File: src/rtl/aes_request_arbiter.sv
// Round-robin arbiter/sequencer sharing one AES-128 decryption core between two
// clients, with a start-to-done watchdog that aborts and resets a hung core.
module aes_request_arbiter #(
  parameter int unsigned MAX_CYCLES = 128
) (
  input  logic         i_clk,
  input  logic         i_reset_n,
  input  logic         i_req0,
  input  logic         i_req1,
  input  logic [127:0] i_key0,
  input  logic [127:0] i_key1,
  input  logic [127:0] i_msg0,
  input  logic [127:0] i_msg1,
  output logic         o_gnt0,
  output logic         o_gnt1,
  output logic         o_valid0,
  output logic         o_valid1,
  output logic [127:0] o_result,
  output logic         o_err,
  output logic         o_busy,
  output logic [127:0] o_core_key,
  output logic [127:0] o_core_msg,
  output logic         o_core_start,
  output logic         o_core_reset,
  input  logic         i_core_done,
  input  logic [127:0] i_core_result
);

  localparam int unsigned TW = $clog2(MAX_CYCLES);
  localparam logic [TW-1:0] TIMER_LAST = TW'(MAX_CYCLES - 1);

  typedef enum logic [1:0] {
    S_IDLE  = 2'd0,
    S_RUN   = 2'd1,
    S_DRAIN = 2'd2
  } state_t;

  state_t        r_state, w_state;
  logic          r_pri, w_pri;
  logic          r_win, w_win;
  logic [TW-1:0] r_timer, w_timer;
  logic          r_gnt0, w_gnt0;
  logic          r_gnt1, w_gnt1;
  logic          r_valid0, w_valid0;
  logic          r_valid1, w_valid1;
  logic [127:0]  r_result, w_result;
  logic          r_err, w_err;
  logic          r_busy, w_busy;
  logic [127:0]  r_core_key, w_core_key;
  logic [127:0]  r_core_msg, w_core_msg;
  logic          r_core_start, w_core_start;
  logic          r_core_reset, w_core_reset;

  // State and output registers
  always_ff @(posedge i_clk) begin
    if (!i_reset_n) begin
      r_state      <= S_IDLE;
      r_pri        <= 1'b0;
      r_win        <= 1'b0;
      r_timer      <= '0;
      r_gnt0       <= 1'b0;
      r_gnt1       <= 1'b0;
      r_valid0     <= 1'b0;
      r_valid1     <= 1'b0;
      r_result     <= '0;
      r_err        <= 1'b0;
      r_busy       <= 1'b0;
      r_core_key   <= '0;
      r_core_msg   <= '0;
      r_core_start <= 1'b0;
      r_core_reset <= 1'b1;
    end else begin
      r_state      <= w_state;
      r_pri        <= w_pri;
      r_win        <= w_win;
      r_timer      <= w_timer;
      r_gnt0       <= w_gnt0;
      r_gnt1       <= w_gnt1;
      r_valid0     <= w_valid0;
      r_valid1     <= w_valid1;
      r_result     <= w_result;
      r_err        <= w_err;
      r_busy       <= w_busy;
      r_core_key   <= w_core_key;
      r_core_msg   <= w_core_msg;
      r_core_start <= w_core_start;
      r_core_reset <= w_core_reset;
    end
  end

  // Next-state and next-output logic; pulses and the core reset default low
  always_comb begin
    w_state      = r_state;
    w_pri        = r_pri;
    w_win        = r_win;
    w_timer      = r_timer;
    w_gnt0       = 1'b0;
    w_gnt1       = 1'b0;
    w_valid0     = 1'b0;
    w_valid1     = 1'b0;
    w_result     = r_result;
    w_err        = r_err;
    w_busy       = r_busy;
    w_core_key   = r_core_key;
    w_core_msg   = r_core_msg;
    w_core_start = r_core_start;
    w_core_reset = 1'b0;

    case (r_state)
      S_IDLE: begin
        if (i_req0 || i_req1) begin
          w_win        = (i_req0 && i_req1) ? r_pri : i_req1;
          w_gnt0       = ~w_win;
          w_gnt1       = w_win;
          w_core_key   = w_win ? i_key1 : i_key0;
          w_core_msg   = w_win ? i_msg1 : i_msg0;
          w_core_start = 1'b1;
          w_busy       = 1'b1;
          w_timer      = '0;
          w_state      = S_RUN;
        end
      end
      S_RUN: begin
        // A done seen on the last watchdog edge still counts as success
        if (i_core_done) begin
          w_result     = i_core_result;
          w_err        = 1'b0;
          w_core_start = 1'b0;
          w_state      = S_DRAIN;
        end else if (r_timer == TIMER_LAST) begin
          w_core_start = 1'b0;
          w_core_reset = 1'b1;
          w_result     = '0;
          w_err        = 1'b1;
          w_state      = S_DRAIN;
        end else begin
          w_timer = TW'(r_timer + 1'b1);
        end
      end
      S_DRAIN: begin
        if (!i_core_done) begin
          w_valid0 = ~r_win;
          w_valid1 = r_win;
          w_busy   = 1'b0;
          w_pri    = ~r_win;
          w_state  = S_IDLE;
        end
      end
      default: w_state = S_IDLE;
    endcase
  end

  assign o_gnt0       = r_gnt0;
  assign o_gnt1       = r_gnt1;
  assign o_valid0     = r_valid0;
  assign o_valid1     = r_valid1;
  assign o_result     = r_result;
  assign o_err        = r_err;
  assign o_busy       = r_busy;
  assign o_core_key   = r_core_key;
  assign o_core_msg   = r_core_msg;
  assign o_core_start = r_core_start;
  assign o_core_reset = r_core_reset;

endmodule

File: config.mk
export PLATFORM = sky130hd
export DESIGN_NAME = aes_request_arbiter
export DESIGN_NICKNAME = d
export VERILOG_FILES = /design/src/rtl/aes_request_arbiter.sv
export SDC_FILE = /design/constraint.sdc
export NUM_CORES = 1
export LEC_CHECK = 0
export BUFFER_PORTS_ARGS = -buffer_cell sky130_fd_sc_hd__buf_2
export CAP_MARGIN = 25
export CORE_AREA = 2 2 402 404
export CTS_CLUSTER_SIZE = 10
export DETAILED_ROUTE_END_ITERATION = 10
export DIE_AREA = 0 0 404 406
export HOLD_SLACK_MARGIN = 0.15
export PLACE_DENSITY_LB_ADDON = 0.25
export SETUP_SLACK_MARGIN = 0.05
export SYNTH_ARGS = -nofsm -noshare
export SYNTH_HDL_FRONTEND = slang
export SYNTH_SLANG_ARGS = --single-unit
File: constraint.sdc
create_clock -name i_clk -period 1.8 [get_ports i_clk]
set_input_delay 0.09 -clock i_clk [delete_from_list [all_inputs] [get_ports i_clk]]
set_output_delay 0.09 -clock i_clk [all_outputs]
set_load 0.005 [all_outputs]
After elaboration in Yosys (flattened, before gate mapping)
Cells that the tools add are included.
- add/subtract/negate cells: 1
- equality and inequality tests: 8
- muxes and demuxes: 25
- bitwise gates (word level): 5
- reduce and logical (&&, ||, !) cells: 15
- operator list (kind ; count):
    128-bit 2-to-1 mux ; 4
    7-bit 2-to-1 mux ; 3
    7-bit one-hot mux with 2 select lines ; 1
    3-bit AND reduction ; 4
    1-bit 2-to-1 mux ; 10
    2-bit 2-to-1 mux ; 4
    2-bit inequality test, second input constant ; 4
    7-bit by 1-bit adder with 7-bit output, second input constant ; 1
    7-bit == test, second input constant ; 1
    2-bit one-hot mux with 3 select lines ; 1
    2-bit AND reduction ; 3
    2-bit nonzero test ; 3
    1-bit NOT ; 5
    1-bit one-hot mux with 2 select lines ; 2
    4-bit AND reduction ; 1
    3-bit inequality test, second input constant ; 1
    3-bit OR reduction ; 1
    2-bit by 1-bit == test with 1-bit output, second input constant ; 1
    2-bit == test, second input constant ; 1
    2-bit logical NOT ; 1
    1-bit logical AND ; 1
    1-bit logical OR ; 1
- register bits: 403
- input bits: 645
- output and inout port bits: 392
- logic and storage cells: 69

Depth between registers and ports, before layout
Gate-level depths: netlist of run 1.
- depth after elaboration: 4
- depth in mapped cells: 7
- mapped depth without buffers: 5

Worst setup path after synthesis of run 1
Ideal clock, no wire load.
- path kind: register to register
- start point: reg r_timer[0]
- end point: reg r_result[67] (netlist: o_result[67])
- setup time: 117 ps
- data arrival time: 1427 ps
- data required time: 1683 ps
- slack: 256 ps
- stages on the path, launching flop included: 8
- buffers on the path: 2
- clock period less this slack: 1544 ps
- path through: dfxtp_1 -> ha_1 -> nand2_1 -> o21bai_2 -> a21oi_2 -> buf_6 -> buf_2 -> a22o_1
- cells in the longest elaborated chain, start to end: 3
- RTL lines (element ; line ; source):
    start, declared ; 41 ; logic [TW-1:0] r_timer, w_timer;
    start signal, assigned ; 76 ; r_timer <= w_timer;
    7-bit == test ; 130 ; end else if (r_timer == TIMER_LAST) begin
    2-bit nonzero test (no line) ; - ;
    2-bit AND reduction (no line) ; - ;
    end signal, assigned ; 81 ; r_result <= w_result;
    end, declared ; 46 ; logic [127:0] r_result, w_result;
Every way passes these cells.
A chain may end at the register's enable or synchronous reset.

Worst setup path in the final report of run 1
- start point: reg r_pri
- end point: reg r_core_msg[72] (netlist: o_core_msg[72])
- cells in the longest elaborated chain, start to end: 2
- RTL lines (element ; line ; source):
    start, declared ; 39 ; logic r_pri, w_pri;
    start signal, assigned ; 74 ; r_pri <= w_pri;
    1-bit 2-to-1 mux ; 112 ; w_win = (i_req0 && i_req1) ? r_pri : i_req1;
    128-bit 2-to-1 mux ; 116 ; w_core_msg = w_win ? i_msg1 : i_msg0;
    end signal, assigned ; 85 ; r_core_msg <= w_core_msg;
    end, declared ; 50 ; logic [127:0] r_core_msg, w_core_msg;
Every way passes these cells.

==> results.md, run 1 <==
Status:
- The flow ran to the end, and the final reports show no timing, DRC or antenna violations.

Clock network:
- The clock-pin transition on the worst setup and hold timing paths is ~0.060 ns.
- The CTS tree is built.
- The root buffer cell chosen for the clock tree is clkbuf_16.
- The clock latency on the worst-skew pair is roughly 0.64 ns.
- The H-tree depth is 2.
- TritonCTS created 52 clock buffers.
- Clock tree synthesis found a total of 403 sinks.
- The maximum number of buffers from clock root to sink is 3.

STA:
- The number of failing hold endpoints at the final stage is 0.
- Setup repair after global routing could not meet its margin everywhere.
- Measured against its own limit, the worst slew margin works out to 0.556.
- The final setup skew is about 0.03 ns.
- The time the worst path needs with I/O delays and setup is ~1.7 ns.
- The highest attainable clock frequency is approximately 590 MHz.
- The final max-slew violation count is 0.
- Across all setup checks in the final design, the least slack found is 0.110 ns.
- Of the available clock period, the critical path in the final layout requires 0.939.
- The slew at the pin closest to its max-slew limit is 0.666 ns.
- The number of failing setup endpoints in the final timing report is 0.
- Summed over all failing endpoints, the final setup total negative slack is 0 ns.

Synthesis:
- The mapped netlist covers about 16000 um^2.
- The net count of the mapped netlist is between 2000 and 2500.
- The portion of synthesized area spent on multiplexers is 0.157.
- For this run, the register share of the synthesized area comes to 0.489.
- The post-synthesis cell count is 1519.
- Of the total synthesized cell area, the portion taken by XOR and XNOR cells is 0.
- The number of synthesis warnings is 0.
- The number of library cell types mapped by synthesis is 42.
- The synthesized design contains between 400 and 500 register bits.
- The basic-gate share of the synthesized area counting and, or, nand and nor cells is 0.0715.
- The average cell area after synthesis is 10.9 um^2.
- In this run, synthesis inferred 0 flip-flops with an integrated enable.
- The async set-or-reset flop fraction in the synthesized netlist is 0.
- The compound-cell area share of the yosys netlist is 0.222.
- In the synthesized netlist the dominant register cell turns out to be dfxtp_1.
- The main combinational cell family by area after synthesis is compound AO/OA/AOI/OAI gates.
- The synthesized-area fraction occupied by adder cells is 0.000758.

Floorplanning:
- The initial utilization of the core area, before any placement, comes to 0.103.
- The number of placement rows is ~150.
- Measured along the y axis, the die boundary spans slightly above 400 um.
- The chip width is between 400 and 500 um.
- The die outline area is ~160000 um^2.
- The total I/O pin count is around 1000.
- The core region is approximately 160000 um^2.

Pwr:
- The worst vdd rail ir drop is 518 uV.
- Power spread over the standard cell area amounts to 832 nW/um^2.
- The analysis attributes to cell leakage a power of around 16 nW.

Setup path:
- The type of origin of the critical path is a register.
- The critical path class is register to register.
- The reg-to-reg critical path endpoint is o_core_msg[72].
- The worst register-to-register path has a depth of 5.
- The setup check on the worst reg-to-reg path leaves a slack of roughly 0.11 ns.
- The category of the worst setup path capture point is a register.
- Walking the worst path, the cells encountered are o21ai_4 > buf_12 > buf_4 > mux2i_1 > a211oi_1.
- The worst stage delay on the critical path is approximately 0.33 ns.
- The arrival time of data at the critical path endpoint is around 2.2 ns.
- The largest individual stage delay along the critical path comes from the cell dfxtp_1.
- Along the worst path, the maximum fanout reaches 18.
- Data on the critical path is required at its endpoint by between 2 and 2.5 ns.
- The beginning of the worst register-to-register path is r_pri.

Job:
- The number of violations of the max-capacitance limit is 0.

Drt:
- The detailed router finished its first iteration with between 700 and 800 violations.
- The detailed-route DRC error count is 0.
- The number of vias per cell is around 3.5.
- For this run, the detailed router's first-pass iteration total came to 5.
- The total via count in the routed design is between 15000 and 20000.
- After detailed routing, the average wire length per cell comes to approximately 18 um.
- The detail route stage leaves a number of antenna-violating nets equal to 0.
- Summed over all layers, the routed wires come to between 90000 and 100000 um.

Global route:
- The initial antenna violation count is 11.
- Entering global routing, the biggest net connects between 90 and 100 pins.
- In the global route stage, overall resource usage came out at 0.109.
- The aggregate global routing overflow is 0.
- The number of global-route vias before repair is approximately 19000.
- The first-pass GRT wire length is approximately 130000 um.

Layout:
- The finished cells cover between 30000 and 40000 um^2.
- The final layout contains 3880 nets.
- The filler cells instantiated in the layout total approximately 17000.
- The area growth from synthesis to layout is 99.2%.
- Of the cells placed in the final design, the portion with a size suffix greater than 1 is 0.404.
- The top cell types in the final layout, fill and taps aside, are buf_2 (1036), dlygate4sd3_1 (662), dfxtp_1 (403), nor2_1 (264), mux2i_1 (253).
- The final non-filler cell total is around 5400.
- The most common library cell in the layout ignoring fill and taps is buf_2.

Place:
- The number of buffer cells added on primary ports is between 1000 and 1500.
- Prior to clock tree synthesis, the placed netlist has a worst setup slack of approximately 0.076 ns.
- The post-placement cell area is approximately 24000 um^2.
- Including well taps, the total number of placed cells is 4595.
- The last weighted congestion value of the routability-driven placer is roughly 0.85.
- Detailed placement finished with a half-perimeter wire length of about 73000 um.

Hold path:
- The hold path depth is 3.
- The path type of the worst min-delay path is primary input to register.
- For hold timing, the worst endpoint is o_result[27].
- The worst hold path startpoint is i_core_result[27].
==> per-layer routing <==
metal,track usage,part of all wire,up-vias
met5,0,0.00061,-
met4,0.0569,0.051,10
met3,0.0292,0.064,207
met2,0.187,0.48,706
met1,0.124,0.40,8627
li1,-,-,9064
==> metrics by stage <==
stage	utilization	total power, mW	hold slack [ns]
after floorplan	-	12.9	0.223
after global routing	0.206	28.8	0.182
after global placement	0.153	15.7	0.307
final	0.206	27.4	0.225
after CTS	0.205	27.8	0.153
after detailed placement	0.153	15.7	0.309
==> area by class of cell <==
class                   count  area (um^2)  area share
clock inverters            11          193     0.00586
multi-input cells         963         7480       0.228
flip-flops and latches    403         8070       0.245
repair buffers           1809        13000       0.395
inverters                   5         26.3    0.000800
diodes                      5         12.5    0.000381
well taps                2086         2610      0.0794
clock buffers              78         1480      0.0450
==> flip-flops by register name, indices dropped and copies added, names as in the netlist, 2 cells and up <==
name,cells
r_timer,7
o_core_key,128
o_core_msg,128
r_state,2
o_result,128
==> what timing repair did <==
item	4_1_cts	5_1_grt
cloned	0	3
endpoints found under the hold margin	401	0
buffers inserted	0	6
gates resized for setup	2	7
pin swaps	0	5
setup endpoints to repair	3	69
hold buffers	662	0
==> Yosys cell counts, types with 2 or more instances <==
library cell | number | area [um^2]
buf_4 | 18 | 135
a211oi_2 | 87 | 1090
a21oi_1 | 6 | 30.0
inv_1 | 4 | 15.0
buf_2 | 53 | 265
dfxtp_1 | 403 | 8070
a211oi_1 | 170 | 1280
nand2_1 | 9 | 33.8
o21ai_0 | 4 | 20.0
nor4b_1 | 2 | 17.5
clkbuf_1 | 37 | 139
o21a_1 | 3 | 22.5
mux2i_1 | 258 | 2580
nor2_1 | 264 | 991
buf_6 | 39 | 439
nor3_1 | 3 | 15.0
nand3_1 | 3 | 15.0
a22o_1 | 128 | 1120
and3_1 | 4 | 25.0
nand4_1 | 2 | 12.5
==> power breakdown <==
part | internal, mW | switching (mW)
clock network | 6.10 | 4.48
registers | 9.78 | 0.467
logic | 3.32 | 3.20
total | 19.2 | 8.14
==> worst max-delay path by stage <==
stage / slack, ns / to / start / cells past startpoint
finish: 0.11 / o_core_msg[72] / r_pri / 5
global route: 0.04 / o_core_key[109] / r_pri / 6
CTS: 0.05 / o_core_msg[76] / r_pri / 5
detailed placement: 0.08 / o_core_key[3] / r_pri / 5
global placement: 0.07 / o_core_key[3] / r_pri / 5
floorplan: 0.26 / o_result[67] / r_timer[0] / 7
==> cells by family (layout without fill, tap and decap cells) <==
| family | Yosys count | count (layout) |
|---|---|---|
| AO/OA/AOI/OAI | 409 | 409 |
| adder cells (fa/ha/maj) | 1 | 1 |
| buffers and inverters | 153 | 1903 |
| flip-flops | 403 | 403 |
| multiplexers | 258 | 258 |
| other | 0 | 5 |
| AND/OR/NAND/NOR | 295 | 295 |
==> worst max-delay path, delay by kind of cell, from the launching register on <==
family / cells / cell delay [ns]
buffers and inverters: 2 / 0.49
flip-flops: 1 / 0.33
multiplexers: 1 / 0.31
AO/OA/AOI/OAI: 2 / 0.32
Note: power is estimated with default switching activity, not from simulation.
==> run 2, diff against run 1 <==
==> constraint.sdc (replaced) <==
create_clock -name i_clk -period 1.8 [get_ports i_clk]
set_input_delay 0 -clock i_clk [delete_from_list [all_inputs] [get_ports i_clk]]
set_output_delay 0 -clock i_clk [all_outputs]
set_load 0.005 [all_outputs]
==> run 2 against run 1 <==
Non-clock buffer count is 113 higher. Die area stayed put. Utilization rose by 0.88 points. Global-route usage up 0.20 points. Flip-flop and latch count unchanged. Critical path depth unchanged. Count of clock-buffer cells in the layout rose by 8. Critical endpoint is now o_core_msg[52]. Highest routed layer unchanged.
==> results.md, run 2 (same netlist as run 1, synthesis figures left out) <==
Place:
- The worst setup slack before clock tree synthesis is 0.0335 ns.
- Routability-driven placement finished with a final weighted congestion of 0.855.
- After legalization and detailed placement, the total HPWL measured about 73000 um.
- The number of buffer cells added on primary ports is 1036.

Pwr:
- The logic gate share of total power is 0.235.
- The switching power as a share of total power is 0.289.
- The clock network fraction of total power is 0.405.
- Power spread over the standard cell area amounts to ~830 nW/um^2.
- For this design the total switching power over the nets is approximately 8.2 mW.
- Of the total power, registers draw 0.360.
- Summing internal, switching and leakage power gives 28.5 mW.
- Summed over all cells, the static leakage comes to ~16 nW.
- Internal power comes to ~20 mW.
- The worst vdd rail ir drop is about 630 uV.

Clock network:
- The clock reaches the later pin of the worst-skew pair after ~0.66 ns.
- CTS built an H-tree with a depth of 2.
- TritonCTS built the clock tree.
- The root buffer selected by CTS is clkbuf_16.
- The number of buffers created by CTS is between 50 and 60.
- The clock-pin transition on the worst setup and hold timing paths is approximately 0.060 ns.
- CTS saw slightly above 400 sinks.
- Counting along the longest clock path gives a buffer depth of 3.

Floorplanning:
- In this run the core area contains between 100 and 150 standard-cell rows.
- The effective utilization at floorplan is 0.103.
- The chip height is 406 um.
- The chip width is 404 um.
- The total I/O pin count is a little over 1000.
- The die outline area is between 150000 and 200000 um^2.
- The area of the core region is about 160000 um^2.

Setup path:
- Grouping stages by cell kind, the critical path spends the most delay in buffers and inverters.
- Data arrives at the worst endpoint at ~2.2 ns.
- The most critical setup path has its startpoint at r_pri.
- The critical path goes through o21ai_4 > buf_12 > buf_4 > mux2i_2 > a211oi_1.
- The sum of buffers and inverters on the critical path is 2.
- Along the worst path, the maximum fanout reaches 22.
- The beginning of the worst register-to-register path is r_pri.
- The critical path class is register to register.
- The worst stage delay on the critical path is ~0.33 ns.
- The slowest stage of the critical path is the dfxtp_1 cell.
- The data required time at the worst endpoint is between 2 and 2.5 ns.
- The worst setup path is captured at a register.
- STA classifies the critical path startpoint as a register.

Drt:
- The first detailed-routing pass ran for 4 iterations.
- Using the TritonRoute via totals, the vias-per-cell ratio works out to 3.47.
- The number of nets with antenna violations after detailed routing is 0.
- The total via count in the routed design is 19025.
- The detailed-route DRC error count is 0.
- The per-cell routed wire length is roughly 18 um.
- The post-detailed-routing wire length is a little under 100000 um.
- The DRC violation total after the first TritonRoute iteration is 640.

Layout:
- The number of filler cells placed in the layout is between 15000 and 20000.
- In the final layout, the share of cells above drive strength 1 is 0.395.
- The layout-stage area growth over the synthesis result is 108%.
- Once layout is complete, the utilization of the core stands at 0.215.
- The layout net count is about 4000.
- In the layout the commonest cells are buf_2 (1036), dlygate4sd3_1 (768), dfxtp_1 (403), nor2_1 (264), mux2i_1 (249).
- The most common library cell in the layout ignoring fill and taps is buf_2.

STA:
- The worst pin sits at a relative slew slack of 0.698.
- Between clock sinks in the finished design, the worst skew comes to between 0.03 and 0.04 ns.
- For the pin with the worst max-slew slack, the measured transition is around 0.44 ns.
- Setup repair after global routing could not meet its margin everywhere.
- The time the worst path needs with I/O delays and setup is between 1.5 and 2 ns.
- The highest attainable clock frequency is 590 MHz.
- Setup violations remaining at the end of the flow were counted as 0.
- Dividing the final minimum period by the clock period gives 0.942.
- The final max-slew violation count came to 0.
- The worst path meets setup with between 0.1 and 0.15 ns of slack.
- Hold timing on the final database bottoms out at a slack of between 0.2 and 0.25 ns.
- The number of failing hold endpoints at the final stage is 0.
- The aggregate negative setup slack is 0 ns.

Global route:
- The aggregate global routing overflow is 0.
- The first-pass GRT wire length is about 140000 um.
- The number of global-route vias before repair is roughly 20000.
- The initial antenna violation count is 10.
- The pin count of the biggest net entering global routing is 77.
- In the global route stage, overall resource usage came out at 0.111.

Status:
- The run finished with clean final reports.

Hold path:
- The worst hold path startpoint is i_core_result[48].
- The path type of the worst min-delay path is primary input to register.

Job:
- The number of violations of the max-capacitance limit is 0.
-- run 2: cell count changes in the layout (fill, tap and decap cells not counted), moves of 4 or more --
cell,before,now
dlygate4sd3_1,662,768
mux2i_2,5,9
mux2i_1,253,249
buf_12,20,25
clkbuf_8,8,13
-- run 2: layout make-up --
cell class              instances  area, um^2  area share
diodes                          8        20.0    0.000584
clock buffers                  86        1600      0.0467
clock inverters                14         289     0.00844
inverters                       5        26.3    0.000767
multi-input cells             963        7490       0.219
flip-flops and latches        403        8070       0.235
well taps                    2086        2610      0.0762
repair buffers               1922       14200       0.413
-- run 2: repair_timing --
item / in CTS / in global routing
setup buffers: 0 / 4
pin swaps: 0 / 3
hold buffers: 767 / 1
endpoints found under the setup margin: 2 / 84
cloned: 0 / 2
endpoints found under the hold margin: 402 / 1
gates resized for setup: 2 / 15
-- run 2: worst paths after layout --
kind | endpoint | slack (ns) | depth (start not counted)
setup / recovery | o_core_msg[52] | 0.10 | 5
hold / removal | o_result[48] | 0.21 | 3
setup reg to reg | o_core_msg[52] | 0.10 | 5
hold reg to reg | o_valid0 | 0.43 | 1
-- run 2: per-layer routing --
| metal | track usage | routed length [um] | vias to the layer above |
|---|---|---|---|
| li1 | - | - | 9291 |
| met3 | 0.0335 | 6680 | 235 |
| met2 | 0.188 | 46800 | 758 |
| met5 | 0 | 11 | - |
| met1 | 0.124 | 38700 | 8739 |
| met4 | 0.0646 | 5700 | 2 |
-- run 2: power by group through the flow --
stage / registers, mW / clock network, mW / logic, mW
after floorplan: 10.5 / 0 / 2.40
after global placement: 10.4 / 0 / 5.33
after detailed placement: 10.4 / 0 / 5.34
after CTS: 10.3 / 12.1 / 6.69
after global routing: 10.3 / 12.4 / 7.28
final: 10.3 / 11.5 / 6.71
-- run 2: metrics by stage --
| step | instances | instance area (um^2) |
|---|---|---|
| floorplan | 1519 | 16500 |
| global placement | 4605 | 24500 |
| detailed placement | 4605 | 24500 |
| CTS | 5472 | 34100 |
| global route | 5485 | 34300 |
| finish | 5487 | 34300 |
-- run 2: worst reg2reg max path: stages (launching register included) --
cell and delay [ns]:
dfxtp_1 0.33, o21ai_4 0.24, buf_12 0.23, buf_4 0.35, mux2i_2 0.30, a211oi_1 0.11
==> run 3, diff against run 2 <==
--- a/config.mk
+++ b/config.mk
@@ -5,12 +5,13 @@
 export SDC_FILE = /design/constraint.sdc
 export NUM_CORES = 1
 export LEC_CHECK = 0
+export ABC_AREA = 1
 export BUFFER_PORTS_ARGS = -buffer_cell sky130_fd_sc_hd__buf_2
 export CAP_MARGIN = 25
-export CORE_AREA = 2 2 402 404
+export CORE_AREA = 2 2 408 410
 export CTS_CLUSTER_SIZE = 10
 export DETAILED_ROUTE_END_ITERATION = 10
-export DIE_AREA = 0 0 404 406
+export DIE_AREA = 0 0 410 412
 export HOLD_SLACK_MARGIN = 0.15
 export PLACE_DENSITY_LB_ADDON = 0.25
 export SETUP_SLACK_MARGIN = 0.05
==> run 3 against run 2 <==
Total power is 1.3% lower. Largest cell class unchanged. Area after synthesis is 2.8% lower. Count of clock-buffer cells in the layout is 5 lower. Die area is 3.0% higher. Utilization is 0.81 points higher. First-iteration DRC count is 130% higher. Worst setup slack better by 0.039 ns. Largest power group unchanged. Global-route usage is 2.7 points higher.
==> results.md, run 3 <==
Pwr:
- Of the total power, the share spent switching nets is 0.308.
- IR analysis of the VDD net gives a maximum drop of just over 600 uV.
- The cell internal power dissipation is about 20 mW.
- The analysis attributes to net switching a power of approximately 8.7 mW.
- Of the total power, registers draw 0.369.
- The power per cell area is ~770 nW/um^2.
- The logic gate share of total power is 0.252.
- The share of total power dissipated in the clock network is 0.379.
- In this run the static leakage power is about 16 nW.
- The power consumption is 28.1 mW.

Synthesis:
- After synthesis, the cell types taking the most area are dfxtp_1 (50%), nand2_1 (14%), a31oi_1 (10%).
- The number of flops mapped to enable cells by yosys is 0.
- For this run, the register share of the synthesized area comes to 0.503.
- The largest area contributor in the synthesized netlist is dfxtp_1.
- The main flop type after synthesis is dfxtp_1.
- Averaged over all synthesized cells, the footprint is around 7.6 um^2.
- Yosys printed 0 warnings.
- After synthesis, the largest family of logic cells by area is compound AO/OA/AOI/OAI gates.
- Of the post-synthesis cell area, the dominant cell type holds 0.503.
- The basic-gate share of the synthesized area counting and, or, nand and nor cells is 0.189.
- Of the total synthesized cell area, the portion taken by XOR and XNOR cells is 0.
- The compound-cell area share of the yosys netlist is 0.224.
- The number of library cell types mapped by synthesis is 27.
- Of the total synthesized cell area, the portion taken by full adders, half adders and majority gates is 0.000780.
- The commonest cells after synthesis are nand2_1 (584), dfxtp_1 (403), a31oi_1 (256), o21ai_0 (251), nand3_1 (140).
- The share of cell area taken by muxes after synthesis is 0.
- The leading cell type by number of instances after synthesis is nand2_1.
- The async set-or-reset flop fraction in the synthesized netlist is 0.
- The net count of the mapped netlist is approximately 2800.
- The cell area that synthesis handed to floorplanning was roughly 16000 um^2.
- The post-synthesis cell count is 2107.
- The total of flip-flops plus latches after synthesis is between 400 and 500.

Global route:
- The aggregate global routing overflow is 0.
- The number of global-route vias before repair came to about 24000.
- The pin count of the biggest net entering global routing is between 70 and 80.
- The initial antenna violation count is 15.
- The total track usage is 0.139.
- The first-pass GRT wire length is around 170000 um.

STA:
- The number of failing setup endpoints in the final timing report is 0.
- The time the worst path needs with I/O delays and setup is roughly 1.7 ns.
- Across all setup checks in the final design, the least slack found is 0.143 ns.
- The final max-slew violation count was 0.
- The number of failing hold endpoints at the final stage is 0.
- For the pin with the worst max-slew slack, the measured transition is 0.575 ns.
- Of the available clock period, the critical path in the final layout requires 0.920.
- Measured against its own limit, the worst slew margin works out to 0.617.
- Across the routed clock network, the largest skew measured is roughly 0.015 ns.
- The highest attainable clock frequency is between 600 and 700 MHz.
- Setup repair after global routing left no endpoint under its margin.
- The worst hold slack is 0.205 ns.
- The aggregate negative setup slack is 0 ns.

Layout:
- The number of filler cells placed in the layout is 18136.
- The final non-filler cell total is between 6000 and 7000.
- The area of all placed cells without fillers is about 37000 um^2.
- In the final layout, the share of cells above drive strength 1 is 0.293.
- The most common library cell in the layout ignoring fill and taps is dlygate4sd3_1.
- The fraction of the core area covered by cells at the end of the flow is 0.223.
- The layout-stage area growth over the synthesis result is 128%.
- The top cell types in the final layout, fill and taps aside, are dlygate4sd3_1 (1057), buf_2 (1035), nand2_1 (583), dfxtp_1 (401), a31oi_1 (256).
- The final layout contains just under 5000 nets.

Setup path:
- The endpoint identified for the worst register-to-register timing path is o_result[39].
- The highest net fanout along the worst path is 28.
- The category of the worst setup path capture point is a register.
- The data required time at the worst endpoint is around 2.3 ns.
- The setup slack on the worst flop-to-flop path is roughly 0.14 ns.
- The launch point of the worst path is r_timer[1].
- STA classifies the critical path startpoint as a register.
- The worst stage delay on the critical path is 0.35 ns.
- The slowest cell on the critical path is dfxtp_1.
- The path depth of the worst reg2reg path is 8.
- The worst setup path is of the register to register kind.
- The capturing element of the worst setup path is o_result[39].
- The beginning of the worst register-to-register path is r_timer[1].
- STA puts the critical path data arrival time at around 2.2 ns.
- Traced cell by cell, the critical path runs through ha_2 > nand2_1 > nor2_4 > nand3_2 > nand3_4 > buf_12 > clkbuf_16 > o21ai_0.

Clock network:
- The number of buffers created by CTS is 54.
- For the worst-skew pair, the clock arrives at the later sink with an insertion delay of 0.63 ns.
- No sink is reached through more buffers than the 3 on the longest clock path.
- The H-tree depth is 2.
- After clock tree synthesis, the clock-pin slew on the worst setup and hold paths is ~0.060 ns.
- The CTS tree is built.
- The tree is rooted in a clkbuf_16.
- Counting every sink on the clock net gives 403.

Floorplanning:
- The core region is approximately 160000 um^2.
- The chip height is just over 400 um.
- The die is 410 um wide.
- Row generation in the floorplan step produced between 100 and 150 rows.
- The effective utilization at floorplan is 0.0976.
- The die covers between 150000 and 200000 um^2.
- The total I/O pin count is ~1000.

Place:
- At the placement stage, the worst setup path has a slack of just over 0.09 ns.
- The wire-length estimate of the detail-placed layout is 93800 um.
- The placed instances occupy a cell area of 24100 um^2.
- The total placed cells including tap cells is ~5200.
- Routability-driven placement finished with a final weighted congestion of between 0.8 and 0.9.
- The number of buffer cells added on primary ports is 1036.

Drt:
- The number of vias per cell is between 3 and 4.
- The number of nets with antenna violations after detailed routing is 0.
- The final layout contains routed wiring with a total length of ~130000 um.
- The DRC violation total after the first TritonRoute iteration is between 1000 and 1500.
- After detailed routing, the number of remaining DRC violations is 0.
- The first detailed-routing pass took 5 iterations.
- The total via count in the routed design is roughly 24000.
- In the final routed layout, each cell accounts on average for 19.6 um.

Hold path:
- The hold path depth is 4.
- The path type of the worst min-delay path is primary input to register.

Status:
- The run finished with clean final reports.

Job:
- The number of violations of the max-capacitance limit is 0.
[run 3: cell types whose count changed after synthesis, sizes merged, moves of 35 or more]
cell,previous run,this run
nand2,9,586
o21ai,6,349
mux2i,258,0
a211oi,257,0
a31oi,0,256
nor2,264,26
nand3,3,141
a22o,128,0
inv,4,109
clkbuf,37,82
a21oi,7,42
[run 3: worst min path at each step]
stage,from,end,slack (ns)
after global routing,i_key1[95],o_core_key[95],0.16
after floorplan,i_core_result[10],o_result[10],0.14
after global placement,i_core_result[12],o_result[12],0.22
final,i_key0[53],o_core_key[53],0.21
after CTS,i_key0[105],o_core_key[105],0.15
after detailed placement,i_core_result[14],o_result[14],0.23
[run 3: cell type report]
type	instances	area [um^2]	area share
antenna	10	25.0	0.000684
tap	2189	2740	0.0749
inverter	109	433	0.0118
clock inverter	13	114	0.00311
clock buffer	81	1580	0.0433
multi-input combinational	1407	6670	0.182
sequential	403	8070	0.221
timing repair buffer	2189	17000	0.463
[run 3: worst max-delay path, delay by kind of cell, from the launching register on]
kind	cells	cell delay, ns
flip-flops	1	0.35
AND/OR/NAND/NOR	4	0.53
adder cells (fa/ha/maj)	1	0.21
buffers and inverters	2	0.34
AO/OA/AOI/OAI	1	0.09
[run 3: metal layers]
metal / part of all wire / GRT usage / routed length, um / up-vias
met5: 0.00030 / 0 / 38 / -
met4: 0.066 / 0.0796 / 8220 / 6
met3: 0.068 / 0.0305 / 8580 / 233
met2: 0.48 / 0.236 / 59800 / 1036
met1: 0.39 / 0.160 / 48800 / 11295
li1: - / - / - / 11303
[run 3: logic make-up (layout without fill, tap and decap cells)]
group | Yosys count | count (layout)
AOI/OAI and AO/OA | 650 | 650
adders and majority gates | 1 | 1
buffers and inverters | 297 | 2392
DFF | 403 | 403
other | 0 | 10
and+or+nand+nor | 756 | 756
[run 3: what timing repair did]
item / 4_1_cts / 5_1_grt
setup endpoints to repair: 0 / 92
hold buffers: 1057 / 0
endpoints found under the hold margin: 403 / 0
setup buffers: 0 / 2
gates resized for setup: 0 / 11
[run 3: power by group through the flow]
stage	logic (mW)	clock network, mW	registers, mW
5_1_grt	7.69	11.4	10.4
4_1_cts	7.04	11.1	10.4
6_report	7.10	10.7	10.4
3_5_place_dp	5.20	0	10.5
2_1_floorplan	1.90	0	10.4
3_3_place_gp	5.20	0	10.5
